==> src/rtl/caxi4interconnect_dwc_downconv_rdata_pack_if.sv <==
`default_nettype none
// ============================================================================
// Module      : caxi4interconnect_dwc_downconv_rdata_pack_if
// Description : Command, slave-side R and master-side R signals of the DWC
//               read-data packer, bundled for port connection.
// Revision    : 1.0 - initial release
// ============================================================================
interface caxi4interconnect_dwc_downconv_rdata_pack_if #(
  parameter int MASTER_DATA_WIDTH = 64,
  parameter int SLAVE_DATA_WIDTH  = 32,
  parameter int ID_WIDTH          = 1
);
  // Held read command
  logic                         cmd_valid;
  logic                         cmd_ready;
  logic [ID_WIDTH-1:0]          cmd_id;
  logic [7:0]                   cmd_len;
  logic [2:0]                   cmd_mst_size;
  logic [2:0]                   cmd_slv_size;
  logic [6:0]                   cmd_addr;
  // Narrow slave-side read data
  logic                         SLAVE_RVALID;
  logic                         SLAVE_RREADY;
  logic [SLAVE_DATA_WIDTH-1:0]  SLAVE_RDATA;
  logic [1:0]                   SLAVE_RRESP;
  logic                         SLAVE_RLAST;
  // Wide master-side read data
  logic                         MASTER_RVALID;
  logic                         MASTER_RREADY;
  logic [MASTER_DATA_WIDTH-1:0] MASTER_RDATA;
  logic [1:0]                   MASTER_RRESP;
  logic                         MASTER_RLAST;
  logic [ID_WIDTH-1:0]          MASTER_RID;
  // Framing diagnostic
  logic                         rlast_err;

  // Packer side: drives the pop, slave ready and the master R channel
  modport master (
    input  cmd_valid, cmd_id, cmd_len, cmd_mst_size, cmd_slv_size, cmd_addr,
    input  SLAVE_RVALID, SLAVE_RDATA, SLAVE_RRESP, SLAVE_RLAST,
    input  MASTER_RREADY,
    output cmd_ready, SLAVE_RREADY,
    output MASTER_RVALID, MASTER_RDATA, MASTER_RRESP, MASTER_RLAST, MASTER_RID,
    output rlast_err
  );

  // Environment side: command holder, slave R source and master R sink
  modport slave (
    output cmd_valid, cmd_id, cmd_len, cmd_mst_size, cmd_slv_size, cmd_addr,
    output SLAVE_RVALID, SLAVE_RDATA, SLAVE_RRESP, SLAVE_RLAST,
    output MASTER_RREADY,
    input  cmd_ready, SLAVE_RREADY,
    input  MASTER_RVALID, MASTER_RDATA, MASTER_RRESP, MASTER_RLAST, MASTER_RID,
    input  rlast_err
  );
endinterface
`default_nettype wire

==> src/rtl/caxi4interconnect_dwc_downconv_rdata_pack.sv <==
`default_nettype none
// ============================================================================
// Module      : caxi4interconnect_dwc_downconv_rdata_pack
// Description : Packs narrow slave R beats into wide master R beats for the
//               data-width down-converter, merges responses, generates master
//               RLAST and flags slave RLAST framing errors.
// Revision    : 1.0 - initial release
// ============================================================================
module caxi4interconnect_dwc_downconv_rdata_pack #(
  parameter int MASTER_DATA_WIDTH = 64,
  parameter int SLAVE_DATA_WIDTH  = 32,
  parameter int ID_WIDTH          = 1
) (
  input  logic ACLK,
  input  logic sysReset,
  caxi4interconnect_dwc_downconv_rdata_pack_if.master bus
);

  localparam int NSEG     = MASTER_DATA_WIDTH / SLAVE_DATA_WIDTH;
  localparam int SW_LOG   = $clog2(SLAVE_DATA_WIDTH / 8);
  localparam int MW_BYTES = MASTER_DATA_WIDTH / 8;

  typedef enum logic [1:0] {
    S_IDLE  = 2'd0,
    S_ACCUM = 2'd1,
    S_OUT   = 2'd2
  } state_t;

  state_t                       state;
  logic [6:0]                   addr_cur;
  logic [7:0]                   beat_cnt;
  logic [7:0]                   remaining;
  logic                         first_beat;
  logic [MASTER_DATA_WIDTH-1:0] pack_buf;
  logic [1:0]                   resp_acc;
  logic                         slave_ready_q;
  logic                         mvalid_q;
  logic                         mlast_q;
  logic [ID_WIDTH-1:0]          mid_q;
  logic                         rlast_err_q;

  logic [6:0] lane_off;
  logic [6:0] seg_idx;
  logic       replicate;
  logic       last_slave_beat;
  logic [6:0] next_mst_addr;

  // Slave beats needed to fill a master beat starting at addr
  function automatic logic [7:0] slv_needed_f(input logic [6:0] addr,
                                              input logic [2:0] mst,
                                              input logic [2:0] slv);
    logic [8:0] span;
    logic [8:0] off;
    span = 9'd1 << mst;
    off  = {2'b00, addr} & (span - 9'd1) & ~((9'd1 << slv) - 9'd1);
    if (mst > slv)
      return 8'((span - off) >> slv);
    return 8'd1;
  endfunction

  // Round addr up to the next 2^mst boundary (no change when aligned)
  function automatic logic [6:0] align_up_f(input logic [6:0] addr,
                                            input logic [2:0] mst);
    logic [7:0] mask;
    mask = (8'd1 << mst) - 8'd1;
    return 7'(({1'b0, addr} + mask) & ~mask);
  endfunction

  // Numeric max, but an exclusive-okay alongside a plain okay is only okay
  function automatic logic [1:0] resp_merge_f(input logic [1:0] a,
                                              input logic [1:0] b);
    if ((a == 2'd1 && b == 2'd0) || (a == 2'd0 && b == 2'd1))
      return 2'd0;
    return (a > b) ? a : b;
  endfunction

  assign lane_off        = addr_cur & 7'(MW_BYTES - 1);
  assign seg_idx         = lane_off >> SW_LOG;
  assign replicate       = (bus.cmd_mst_size <= bus.cmd_slv_size);
  assign last_slave_beat = (beat_cnt == bus.cmd_len) && (remaining == 8'd1);
  assign next_mst_addr   = align_up_f(addr_cur, bus.cmd_mst_size);

  // Pop coincides with the handshake of the final master beat
  assign bus.cmd_ready     = mvalid_q & bus.MASTER_RREADY & mlast_q;
  assign bus.SLAVE_RREADY  = slave_ready_q;
  assign bus.MASTER_RVALID = mvalid_q;
  assign bus.MASTER_RDATA  = pack_buf;
  assign bus.MASTER_RRESP  = resp_acc;
  assign bus.MASTER_RLAST  = mlast_q;
  assign bus.MASTER_RID    = mid_q;
  assign bus.rlast_err     = rlast_err_q;

  // Packer state machine: load command, accumulate slave beats, present master beat
  always_ff @(posedge ACLK or negedge sysReset) begin
    if (!sysReset) begin
      state         <= S_IDLE;
      addr_cur      <= '0;
      beat_cnt      <= '0;
      remaining     <= '0;
      first_beat    <= 1'b0;
      pack_buf      <= '0;
      resp_acc      <= '0;
      slave_ready_q <= 1'b0;
      mvalid_q      <= 1'b0;
      mlast_q       <= 1'b0;
      mid_q         <= '0;
      rlast_err_q   <= 1'b0;
    end else begin
      rlast_err_q <= 1'b0;
      case (state)
        S_IDLE: begin
          if (bus.cmd_valid) begin
            addr_cur      <= bus.cmd_addr;
            beat_cnt      <= '0;
            remaining     <= slv_needed_f(bus.cmd_addr, bus.cmd_mst_size, bus.cmd_slv_size);
            pack_buf      <= '0;
            resp_acc      <= '0;
            first_beat    <= 1'b1;
            slave_ready_q <= 1'b1;
            state         <= S_ACCUM;
          end
        end
        S_ACCUM: begin
          if (bus.SLAVE_RVALID) begin
            for (int i = 0; i < NSEG; i++) begin
              if (replicate || seg_idx == 7'(i))
                pack_buf[i*SLAVE_DATA_WIDTH +: SLAVE_DATA_WIDTH] <= bus.SLAVE_RDATA;
            end
            resp_acc    <= first_beat ? bus.SLAVE_RRESP
                                      : resp_merge_f(resp_acc, bus.SLAVE_RRESP);
            first_beat  <= 1'b0;
            addr_cur    <= addr_cur + (7'd1 << bus.cmd_slv_size);
            rlast_err_q <= (bus.SLAVE_RLAST != last_slave_beat);
            remaining   <= remaining - 8'd1;
            if (remaining == 8'd1) begin
              slave_ready_q <= 1'b0;
              mvalid_q      <= 1'b1;
              mlast_q       <= (beat_cnt == bus.cmd_len);
              mid_q         <= bus.cmd_id;
              state         <= S_OUT;
            end
          end
        end
        S_OUT: begin
          if (bus.MASTER_RREADY) begin
            mvalid_q <= 1'b0;
            if (mlast_q) begin
              mlast_q <= 1'b0;
              state   <= S_IDLE;
            end else begin
              beat_cnt      <= beat_cnt + 8'd1;
              addr_cur      <= next_mst_addr;
              remaining     <= slv_needed_f(next_mst_addr, bus.cmd_mst_size, bus.cmd_slv_size);
              pack_buf      <= '0;
              resp_acc      <= '0;
              first_beat    <= 1'b1;
              slave_ready_q <= 1'b1;
              state         <= S_ACCUM;
            end
          end
        end
        default: state <= S_IDLE;
      endcase
    end
  end

endmodule
`default_nettype wire

==> src/flat_wrapper.sv <==
// flat-port wrapper written by rule: the top's interface ports become plain ports
module caxi4interconnect_dwc_downconv_rdata_pack_flat 
#(
  parameter int MASTER_DATA_WIDTH = 64,
  parameter int SLAVE_DATA_WIDTH  = 32,
  parameter int ID_WIDTH          = 1
)
  (ACLK, sysReset, bus_cmd_valid, bus_cmd_id, bus_cmd_len, bus_cmd_mst_size, bus_cmd_slv_size, bus_cmd_addr, bus_SLAVE_RVALID, bus_SLAVE_RDATA, bus_SLAVE_RRESP, bus_SLAVE_RLAST, bus_MASTER_RREADY, bus_cmd_ready, bus_SLAVE_RREADY, bus_MASTER_RVALID, bus_MASTER_RDATA, bus_MASTER_RRESP, bus_MASTER_RLAST, bus_MASTER_RID, bus_rlast_err);
  caxi4interconnect_dwc_downconv_rdata_pack_if #(.MASTER_DATA_WIDTH(MASTER_DATA_WIDTH), .SLAVE_DATA_WIDTH(SLAVE_DATA_WIDTH), .ID_WIDTH(ID_WIDTH)) bus_i ();
  input  logic ACLK;
  input  logic sysReset;
  input wire logic [$bits(bus_i.cmd_valid)-1:0] bus_cmd_valid;
  input wire logic [$bits(bus_i.cmd_id)-1:0] bus_cmd_id;
  input wire logic [$bits(bus_i.cmd_len)-1:0] bus_cmd_len;
  input wire logic [$bits(bus_i.cmd_mst_size)-1:0] bus_cmd_mst_size;
  input wire logic [$bits(bus_i.cmd_slv_size)-1:0] bus_cmd_slv_size;
  input wire logic [$bits(bus_i.cmd_addr)-1:0] bus_cmd_addr;
  input wire logic [$bits(bus_i.SLAVE_RVALID)-1:0] bus_SLAVE_RVALID;
  input wire logic [$bits(bus_i.SLAVE_RDATA)-1:0] bus_SLAVE_RDATA;
  input wire logic [$bits(bus_i.SLAVE_RRESP)-1:0] bus_SLAVE_RRESP;
  input wire logic [$bits(bus_i.SLAVE_RLAST)-1:0] bus_SLAVE_RLAST;
  input wire logic [$bits(bus_i.MASTER_RREADY)-1:0] bus_MASTER_RREADY;
  output wire logic [$bits(bus_i.cmd_ready)-1:0] bus_cmd_ready;
  output wire logic [$bits(bus_i.SLAVE_RREADY)-1:0] bus_SLAVE_RREADY;
  output wire logic [$bits(bus_i.MASTER_RVALID)-1:0] bus_MASTER_RVALID;
  output wire logic [$bits(bus_i.MASTER_RDATA)-1:0] bus_MASTER_RDATA;
  output wire logic [$bits(bus_i.MASTER_RRESP)-1:0] bus_MASTER_RRESP;
  output wire logic [$bits(bus_i.MASTER_RLAST)-1:0] bus_MASTER_RLAST;
  output wire logic [$bits(bus_i.MASTER_RID)-1:0] bus_MASTER_RID;
  output wire logic [$bits(bus_i.rlast_err)-1:0] bus_rlast_err;
  assign bus_i.cmd_valid = bus_cmd_valid;
  assign bus_i.cmd_id = bus_cmd_id;
  assign bus_i.cmd_len = bus_cmd_len;
  assign bus_i.cmd_mst_size = bus_cmd_mst_size;
  assign bus_i.cmd_slv_size = bus_cmd_slv_size;
  assign bus_i.cmd_addr = bus_cmd_addr;
  assign bus_i.SLAVE_RVALID = bus_SLAVE_RVALID;
  assign bus_i.SLAVE_RDATA = bus_SLAVE_RDATA;
  assign bus_i.SLAVE_RRESP = bus_SLAVE_RRESP;
  assign bus_i.SLAVE_RLAST = bus_SLAVE_RLAST;
  assign bus_i.MASTER_RREADY = bus_MASTER_RREADY;
  assign bus_cmd_ready = bus_i.cmd_ready;
  assign bus_SLAVE_RREADY = bus_i.SLAVE_RREADY;
  assign bus_MASTER_RVALID = bus_i.MASTER_RVALID;
  assign bus_MASTER_RDATA = bus_i.MASTER_RDATA;
  assign bus_MASTER_RRESP = bus_i.MASTER_RRESP;
  assign bus_MASTER_RLAST = bus_i.MASTER_RLAST;
  assign bus_MASTER_RID = bus_i.MASTER_RID;
  assign bus_rlast_err = bus_i.rlast_err;
  caxi4interconnect_dwc_downconv_rdata_pack #(.MASTER_DATA_WIDTH(MASTER_DATA_WIDTH), .SLAVE_DATA_WIDTH(SLAVE_DATA_WIDTH), .ID_WIDTH(ID_WIDTH)) u_core (.ACLK(ACLK), .sysReset(sysReset), .bus(bus_i));
endmodule
==> config.mk <==
export PLATFORM = sky130hd
export DESIGN_NAME = caxi4interconnect_dwc_downconv_rdata_pack_flat
export DESIGN_NICKNAME = d
export VERILOG_FILES = /design/src/rtl/caxi4interconnect_dwc_downconv_rdata_pack_if.sv /design/src/rtl/caxi4interconnect_dwc_downconv_rdata_pack.sv /design/src/flat_wrapper.sv
export SDC_FILE = /design/constraint.sdc
export NUM_CORES = 1
export LEC_CHECK = 0
export ABC_AREA = 1
export ABC_CLOCK_PERIOD_IN_PS = 4250
export BUFFER_PORTS_ARGS = -buffer_cell sky130_fd_sc_hd__clkbuf_2
export CORE_ASPECT_RATIO = 1.25
export CORE_MARGIN = 1.5
export CORE_UTILIZATION = 45
export CTS_CLUSTER_SIZE = 30
export DETAILED_ROUTE_END_ITERATION = 16
export PLACE_DENSITY = 0.75
export SKIP_LAST_GASP = 1
export SLEW_MARGIN = 0
export SYNTH_ARGS = -nofsm -noshare
export SYNTH_HDL_FRONTEND = slang
export SYNTH_SLANG_ARGS = --single-unit
==> constraint.sdc <==
create_clock -name ACLK -period 4.25 [get_ports ACLK]
set_input_delay 0.85 -clock ACLK [delete_from_list [all_inputs] [get_ports ACLK]]
set_output_delay 0.85 -clock ACLK [all_outputs]
set_load 0.01 [all_outputs]
======== Word-level counts from Yosys, hierarchy flattened ========
Cells that the tools add are included.
storage, ports and cells
  register bits ........................... 97
  input port bits ......................... 62
  output and inout bits ................... 72
  word-level logic and storage cells ...... 143
operators by class
  $add $sub $neg .......................... 9
  $lt $le $gt $ge ......................... 3
  equal/unequal tests ..................... 15
  shifts and indexed selects .............. 6
  muxes and demuxes ....................... 66
  bitwise operators ....................... 9
  reductions and logical operators ........ 22
operators with widths
  cell                                               number
  2-to-1 mux 64 bit                                  4
  case mux 64 bit (3 select lines)                   1
  2-to-1 mux 8 bit                                   11
  2-to-1 mux 32 bit                                  2
  2-to-1 mux 7 bit                                   4
  2-to-1 mux 2 bit                                   12
  case mux 8 bit (3 select lines)                    1
  AND reduction 6 bit                                4
  2-to-1 mux 1 bit                                   23
  case mux 7 bit (3 select lines)                    1
  bitwise AND 7 x 9 -> 9 bit                         2
  bitwise AND 9 bit                                  2
  left shift 1 x 3 -> 9 bit (first input constant)   2
  >> shifter 9 x 3 -> 8 bit                          2
  subtractor 9 x 1 -> 9 bit (second input constant)  2
  subtractor 9 bit                                   2
  case mux 8 bit (2 select lines)                    1
  adder 7 bit                                        2
  left shift 1 x 3 -> 7 bit (first input constant)   2
  case mux 2 bit (3 select lines)                    2
  AND reduction 4 bit                                3
  NOT 9 bit                                          1
  adder 8 x 1 -> 8 bit (second input constant)       1
  == test 8 x 1 -> 1 bit (second input constant)     1
  other kinds (25)                                   42

======== Longest topological paths before layout ========
Gate-level depths: netlist (run 1).
  word-level depth ........................ 13
  depth in mapped cells ................... 23
  gate-level depth less buffers ........... 22

======== Worst setup path before layout (run 1) ========
OpenSTA, ideal clock, no wires.
  path kind ............................... input to register
  start point ............................. input bus_cmd_slv_size[0]
  end point ............................... register u_core.remaining[0]
  library setup time ...................... 116 ps
  arrival ................................. 3,217 ps
  required time ........................... 4,134 ps
  slack ................................... 916 ps
  cell stages on the path ................. 21
  buffers on the path ..................... 1
  cells stage by stage .................... buf_2 nor2_2 inv_1 nor2_1 inv_1 ha_1 xor2_1 o311ai_0 ha_1 nand2_1 inv_1 a21oi_1 nand2_1 nand2_1 nand3_1 nand3_1 nand3_1 nand2_1 inv_2 nand2_1 nand2_1
between the ends
  longest elaborated chain between the ends .. 11
  elaborated cells on any way between the ends .. 24
  classes of those cells .................. 3 x add/sub; 1 x order compare; 3 x shift; 14 x mux; 3 x bitwise
ends and longest elaborated chain
  item                               RTL line                                          source
  start, declared                    flat_wrapper.sv:16                                input wire logic [$bits(bus_i.cmd_slv_size)-1:0] bus_cmd_slv_size;
  left shift 1 x 3 -> 9 bit          caxi4interconnect_dwc_downconv_rdata_pack.sv:55   off = {2'b00, addr} & (span - 9'd1) & ~((9'd1 << slv) - 9'd1);
  subtractor 9 x 1 -> 9 bit          caxi4interconnect_dwc_downconv_rdata_pack.sv:55
  NOT 9 bit                          caxi4interconnect_dwc_downconv_rdata_pack.sv:55
  bitwise AND 9 bit                  caxi4interconnect_dwc_downconv_rdata_pack.sv:55
  subtractor 9 bit                   caxi4interconnect_dwc_downconv_rdata_pack.sv:57   return 8'((span - off) >> slv);
  >> shifter 9 x 3 -> 8 bit          caxi4interconnect_dwc_downconv_rdata_pack.sv:57
  2-to-1 mux 8 bit                   caxi4interconnect_dwc_downconv_rdata_pack.sv:56   if (mst > slv)
  2-to-1 mux 8 bit                   caxi4interconnect_dwc_downconv_rdata_pack.sv:58   return 8'd1;
  2-to-1 mux 8 bit                   caxi4interconnect_dwc_downconv_rdata_pack.sv:147  if (mlast_q) begin
  2-to-1 mux 8 bit                   caxi4interconnect_dwc_downconv_rdata_pack.sv:145  if (bus.MASTER_RREADY) begin
  case mux 8 bit (3 select lines) *  caxi4interconnect_dwc_downconv_rdata_pack.sv:110  case (state)
  end signal, assigned               caxi4interconnect_dwc_downconv_rdata_pack.sv:115  remaining <= slv_needed_f(bus.cmd_addr, bus.cmd_mst_size, bus.cmd_slv_size);
  end signal, assigned               caxi4interconnect_dwc_downconv_rdata_pack.sv:134  remaining <= remaining - 8'd1;
  end signal, assigned               caxi4interconnect_dwc_downconv_rdata_pack.sv:153  remaining <= slv_needed_f(next_mst_addr, bus.cmd_mst_size, bus.cmd_slv_size);
  end, declared                      caxi4interconnect_dwc_downconv_rdata_pack.sv:32   logic [7:0] remaining;
Mark *: on every way between the ends. The rest lies on a longest branch, timed or not. The select of a mux whose other input is x is not followed.
A chain may end at the register's enable or synchronous reset.

======== Final worst setup path (run 1) ========
  start point ............................. input bus_cmd_slv_size[1]
  end point ............................... register u_core.remaining[3]
The elaborated chain is that of the path after synthesis.

==> qor.csv, run 1 <==
stage,metric,value,unit
cells_and_area,final_cell_mix,"nand2_1, clkbuf_2, dfrtp_1",
timing,max_freq,292,MHz
floorplanning,fp.dieH,130,um
global_route,first_global_vias,5279,
yosys,synth_seq_area_share,0.400,
global_route,grt_pass1_wl,25.1,mm
global_route,use_met2,0.407,
yosys,synth_cell_types,43,
critical_path,endpoint_kind,flop,
critical_path,cp_top_family,simple AND/OR/NAND/NOR gates,
floorplanning,start_util,0.459,
timing,fin_crit_sh,0.806,
cts,clk_pin_slew_worst_paths,0.06,ns
cts,numCtsBuffers,9,
global_route,grt_busiest_layer,met2,
cts,worstSkewPairLatency,0.34,ns
yosys,syn_avg_cell_area,7.44,um^2
cts,clock_sink_count,93,
power,power_density,577,nW/um^2
yosys,synth_seq_cells,93,
floorplanning,num_rows,46,
global_route,met1_usage,0.287,
floorplanning,dieArea,13600,um^2
timing,skew,0.00441,ns
critical_path,path_buf_inv,4,
yosys,synth_ff_type,dfrtp_1,
global_route,grt_usage,0.229,
timing,finalHoldViolations,0,
timing,maxSlewViolCount,0,
floorplanning,pin_count,134,
cts,clk_path_buf_depth,2,
critical_path,path_cells,clkbuf_2 -> nor2_2 -> inv_1 -> nor2_1 -> inv_1 -> ha_1 -> xor2_1 -> o311ai_0 -> ha_1 -> nand2_1 -> inv_1 -> a21oi_1 -> nand2_1 -> nand2_1 -> nand3_1 -> nand2_1 -> nand2_1 -> nand2_1 -> nand3_1 -> a21oi_1,
critical_path,critPathMostFrequentCell,nand2_1,
power,p_leak,3.57,nW
cts,cts_tree,done,
critical_path,arrival,3.68,ns
hold_path,min_path_type,in -> async,
cells_and_area,antenna_cells,0,
timing,whs,0.449,ns
place,port_buffers,133,
critical_path,critPathMaxStageDelay,0.33,ns
cts,cts_root_buffer,clkbuf_16,
detailed_routing,vias,5498,
critical_path,path_class,in -> reg,
detailed_routing,drt_wl_total,15.0,mm
yosys,synthCells,781,
cts,cts_hold_buf,0,
timing,worst_slew_pin_slew,0.650,ns
yosys,yosys_warnings,0,
detailed_routing,avgRoutedWirePerCell,13.9,um
run_status,status,completed,
cells_and_area,final_common_cell,nand2_1,
floorplanning,core,12700,um^2
yosys,async_reset_ff_frac,1.00,
cells_and_area,fin_cells,1077,
timing,rsz0062_at_grt,false,
power,ir_drop,0.390,mV
global_route,antenna_found_initial,0,
cells_and_area,drive_gt1_frac,0.215,
cells_and_area,area_growth,17.7,%
cells_and_area,layout.area.seq,2330,um^2
detailed_routing,firstDrtPassIters,5,
cells_and_area,nets,992,
critical_path,worst-path-max-fanout,12,
cts,cts.htree.levels,3,
timing,slew_headroom,0.567,
cells_and_area,multi_input_area,2980,um^2
place,gp_congestion,0.937,
detailed_routing,dr.first_iter.drc_count,455,
global_route,grt_max_degree,65,
critical_path,cp_slowest_cell,ha_1,
run,cap_violations,0,
critical_path,required,4.51,ns
yosys,syn_area,5810,um^2
detailed_routing,ant_nets,0,
yosys,synth_nets,869,
global_route,gr-usage-met3,0.0290,
detailed_routing,routed_via_density,5.10,
critical_path,start_kind,input port,
cts,post_cts_resized,0,
global_route,grt.overflow.total,0,
timing,tns,0,ns
place,dp.cells,1061,
place,detailed_place_hpwl,11.5,mm
cts,post_cts_buffers,0,
detailed_routing,drc,0,
cells_and_area,filler_cell_count,1251,
floorplanning,die_w,105,um
timing,period_minus_slack,3.43,ns
yosys,synth-edff-count,0,
timing,setup_viol,0,
power breakdown:
part	total [mW]	internal [mW]	switching, mW
Sequential	1.31	1.14	0.167
Clock	0.760	0.432	0.328
Combinational	1.89	0.609	1.28
layer usage:
layer / vias to the layer above / part of all wire
met5: - / 0
met4: 0 / 0.018
met3: 24 / 0.051
met2: 174 / 0.49
met1: 2507 / 0.44
li1: 2793 / -
final cells by class:
| type | instances | area share |
|---|---|---|
| Multi-Input combinational cell | 579 | 0.436 |
| Sequential cell | 93 | 0.340 |
| Timing Repair Buffer | 142 | 0.108 |
| Inverter | 79 | 0.0442 |
| Clock buffer | 12 | 0.0375 |
| Tap cell | 168 | 0.0307 |
| Clock inverter | 4 | 0.00439 |
worst paths after layout:
path | from | end | slack [ns] | depth (start not counted)
worst min-delay path | sysReset | u_core.bus.MASTER_RDATA[45] | 0.45 | 1
worst max-delay path | bus_cmd_slv_size[1] | u_core.remaining[3] | 0.82 | 20
worst min register to register | u_core.bus.MASTER_RDATA[29] | u_core.bus.MASTER_RDATA[29] | 0.49 | 2
min in group ACLK | u_core.bus.MASTER_RDATA[29] | u_core.bus.MASTER_RDATA[29] | 0.49 | 2
worst max register to register | u_core.state[0] | u_core.bus.MASTER_RDATA[35] | 1.67 | 11
max in group asynchronous | sysReset | u_core.bus.MASTER_RDATA[7] | 2.97 | 2
sequential cells by signal, indices dropped and copies added, names as in the netlist:
register                  cells
u_core.bus.MASTER_RDATA      64
u_core.beat_cnt               8
u_core.remaining              8
u_core.addr_cur               3
u_core.bus.MASTER_RRESP       2
u_core.state                  2
u_core.bus.MASTER_RID         1
u_core.bus.MASTER_RLAST       1
u_core.bus.MASTER_RVALID      1
u_core.bus.SLAVE_RREADY       1
u_core.bus.rlast_err          1
u_core.first_beat             1
stage by stage:
stage / cell area, um^2 / setup slack, ns / power, mW / util
2_1_floorplan: 5810 / 0.916 / 2.75 / -
3_3_place_gp: 6560 / 0.591 / 3.17 / 0.518
3_5_place_dp: 6560 / 0.500 / 3.20 / 0.518
4_1_cts: 6840 / 0.823 / 3.97 / 0.540
5_1_grt: 6840 / 0.463 / 4.30 / 0.540
6_report: 6840 / 0.824 / 3.95 / 0.540
kinds of logic after synthesis:
logic type      count (synthesis)  share of synthesized area
other cells                     1                   0.000645
buf+inv                       109                     0.0876
simple gates                  412                      0.309
flops                          93                      0.400
compound gates                125                      0.119
xor+xnor                       14                     0.0211
mux                             1                    0.00194
fa+ha+maj                      26                     0.0598
Yosys cell counts, types with 2 or more instances:
master | count | area [um^2]
nand2_2 | 4 | 25.0
nor3_1 | 6 | 30.0
xnor2_1 | 10 | 87.6
nand3_1 | 76 | 380
ha_1 | 23 | 288
o21ai_0 | 23 | 115
or2_2 | 7 | 43.8
nor3_2 | 3 | 30.0
buf_2 | 12 | 60.1
nand4_1 | 14 | 87.6
dfrtp_1 | 93 | 2330
fa_1 | 3 | 60.1
nand2_4 | 3 | 33.8
buf_6 | 10 | 113
nor2_2 | 4 | 25.0
o211ai_1 | 5 | 37.5
a22oi_1 | 3 | 22.5
nand3b_1 | 2 | 15.0
xor2_1 | 4 | 35.0
o21ai_1 | 59 | 295
o31ai_1 | 2 | 15.0
a31oi_1 | 2 | 12.5
a21oi_1 | 24 | 120
inv_1 | 69 | 259
nand2_1 | 242 | 908
nor2_1 | 48 | 180
inv_2 | 7 | 26.3
inv_4 | 2 | 12.5
clkbuf_1 | 7 | 26.3
No activity file was read; power rests on OpenSTA's default activity.
==> inputs of run 2 (changes only) <==
ABC_CLOCK_PERIOD_IN_PS = 3100   (was 4250)
PLACE_DENSITY = 0.77   (was 0.75)
clock period = 3.1 ns   (was 4.25 ns; I/O delays follow)
==> run 2 against run 1 <==
- first-iteration DRC count grew 5.1%
- combinational power grew 41%
- clock skew grew 0.0046 ns
- critical path depth grew 1
- clock power grew 33%
- clock-buffer cell count shrank 2
- via count grew 2.9%
- utilization grew 1.2 points
- setup slack lost 0.48 ns
- hold slack lost 0.098 ns
==> qor.csv, run 2 (synthesized netlist as in run 1, its figures left out) <==
stage,metric,value,unit,change
timing,fin_crit_sh,0.889,,
timing,skew,0.00896,ns,+0.00455 ns
place,pre_cts_slack,-0.0119,ns,-0.512 ns
cts,cts.htree.levels,3,,unchanged
global_route,use_met2,0.409,,+0.00155
cells_and_area,area_growth,20.2,%,
cts,numCtsBuffers,9,,unchanged
global_route,grt.overflow.total,0,,unchanged
detailed_routing,vias,5656,,+2.9%
timing,slew_headroom,0.456,,-0.111
detailed_routing,routed_via_density,5.18,,+1.5%
cells_and_area,largest_reg_flops,64,,unchanged
cts,cts_hold_buf,0,,unchanged
global_route,met1_usage,0.262,,-0.0252
timing,setup_ws,0.343,ns,-0.481 ns
critical_path,reg2regPathDepth,11,,unchanged
cts,clk_path_buf_depth,2,,unchanged
global_route,grt_usage,0.222,,-0.00661
cts,clk_pin_slew_worst_paths,0.06,ns,about the same
power,p_leak,3.66,nW,+2.5%
detailed_routing,avgRoutedWirePerCell,13.7,um,-1.9%
global_route,grt_pass1_wl,24.5,mm,-2.6%
cells_and_area,filler_cell_count,1246,,-0.40%
floorplanning,start_util,0.459,,unchanged
global_route,first_global_vias,5288,,+0.17%
critical_path,path_cells,clkbuf_2 -> nor2_2 -> inv_1 -> nor2_1 -> inv_1 -> ha_1 -> nand2_1 -> xor2_1 -> nand4_1 -> ha_1 -> nand2_1 -> inv_1 -> nand3_1 -> nand3_1 -> nor2_1 -> nand2_1 -> nand2_1 -> nand2_1 -> nand2_1 -> nand3_1 -> a21oi_1,,
cts,clock_sink_count,93,,unchanged
critical_path,path_buf_inv,4,,unchanged
floorplanning,core,12700,um^2,unchanged
timing,max_freq,363,MHz,
cells_and_area,antenna_cells,0,,unchanged
cts,worstSkewPairLatency,0.33,ns,about the same
power,ir_drop,0.461,mV,+18%
floorplanning,num_rows,46,,unchanged
critical_path,critPathMostFrequentCell,nand2_1,,
cells_and_area,final_common_cell,nand2_1,,
power,power_density,780,nW/um^2,+35%
critical_path,rr_startpoint,u_core.state[0],,
detailed_routing,firstDrtPassIters,5,,unchanged
cts,post_cts_buffers,0,,unchanged
critical_path,rr_endpoint,u_core.bus.MASTER_RDATA[34],,
run_status,status,completed,,
detailed_routing,drc,0,,unchanged
cells_and_area,nets,1008,,+1.6%
critical_path,start_kind,input port,,
detailed_routing,dr.first_iter.drc_count,478,,+5.1%
timing,tns,0,ns,unchanged
cells_and_area,final_cell_mix,"nand2_1, clkbuf_2, dfrtp_1",,
cts,cts_tree,done,,
critical_path,endpoint_kind,flop,,
global_route,grt_max_degree,65,,unchanged
timing,whs,0.351,ns,-0.0980 ns
timing,setup_viol,0,,unchanged
floorplanning,fp.dieH,130,um,unchanged
timing,worst_slew_pin_slew,0.817,ns,+0.167 ns
critical_path,reg2reg_slack,0.78,ns,-0.89 ns
critical_path,cp_top_family,simple AND/OR/NAND/NOR gates,,
critical_path,required,3.36,ns,-1.15 ns
timing,rsz0062_at_grt,false,,
global_route,antenna_found_initial,0,,unchanged
critical_path,cp_slowest_cell,ha_1,,
detailed_routing,drt_wl_total,14.9,mm,-0.54%
critical_path,critPathMaxStageDelay,0.35,ns,+0.02 ns
critical_path,arrival,3.02,ns,-0.66 ns
place,gp_congestion,1.06,,+13%
timing,maxSlewViolCount,0,,unchanged
run,cap_violations,0,,unchanged
detailed_routing,ant_nets,0,,unchanged
hold_path,min_path_type,in -> async,,
power,finalPower,5.46,mW,+38%
place,detailed_place_hpwl,11.4,mm,-0.48%
timing,finalHoldViolations,0,,unchanged
place,port_buffers,133,,unchanged
timing,period_minus_slack,2.76,ns,
global_route,grt_busiest_layer,met2,,
floorplanning,die_w,105,um,unchanged
global_route,gr-usage-met3,0.0310,,+0.00200
floorplanning,pin_count,134,,unchanged
cts,cts_root_buffer,clkbuf_16,,
cells_and_area,drive_gt1_frac,0.229,,+0.0149
cells_and_area,multi_input_area,2980,um^2,+0.13%
critical_path,path_class,in -> reg,,
critical_path,worst-path-max-fanout,5,,-7
floorplanning,dieArea,13600,um^2,unchanged
cells_and_area,layout.area.seq,2330,um^2,unchanged
## run 2: metal layers
metal  up-vias  wire, um
met2       196      7550
met4         0       379
met3        36       754
met5         -         0
met1      2601      6260
li1       2823         -
## run 2: through the flow
step / area, um^2 / utilization / std cells
3_5_place_dp: 6710 / 0.530 / 1077
5_1_grt: 6990 / 0.552 / 1092
2_1_floorplan: 5810 / - / 781
6_report: 6990 / 0.552 / 1092
4_1_cts: 6990 / 0.552 / 1092
3_3_place_gp: 6710 / 0.530 / 1077
## run 2: cell type report
class,count,share of cell area
tap,168,0.0301
multi-input combinational,579,0.427
clock inverter,5,0.00501
timing repair buffer,158,0.128
clock buffer,10,0.0342
sequential,93,0.333
inverter,79,0.0433
## run 2: how the worst max path moves through the flow
| stage | start | endpoint | cells past startpoint |
|---|---|---|---|
| global placement | bus_cmd_slv_size[1] | u_core.remaining[0] | 21 |
| global route | bus_cmd_slv_size[0] | u_core.remaining[4] | 21 |
| CTS | bus_cmd_slv_size[1] | u_core.remaining[3] | 20 |
| finish | bus_cmd_slv_size[1] | u_core.remaining[3] | 21 |
| floorplan | bus_cmd_slv_size[0] | u_core.remaining[0] | 21 |
| detailed placement | bus_cmd_slv_size[1] | u_core.remaining[3] | 20 |
## run 2: repair_timing
action | in CTS | in global routing
gates resized for setup | 0 | 1
endpoints found under the hold margin | 0 | 0
endpoints found under the setup margin | 0 | 4
## run 2: report_power, final
part | switching, mW | total, mW | internal, mW
clock | 0.447 | 1.01 | 0.563
combinational | 1.76 | 2.66 | 0.902
sequential | 0.226 | 1.79 | 1.56
total | 2.43 | 5.46 | 3.03
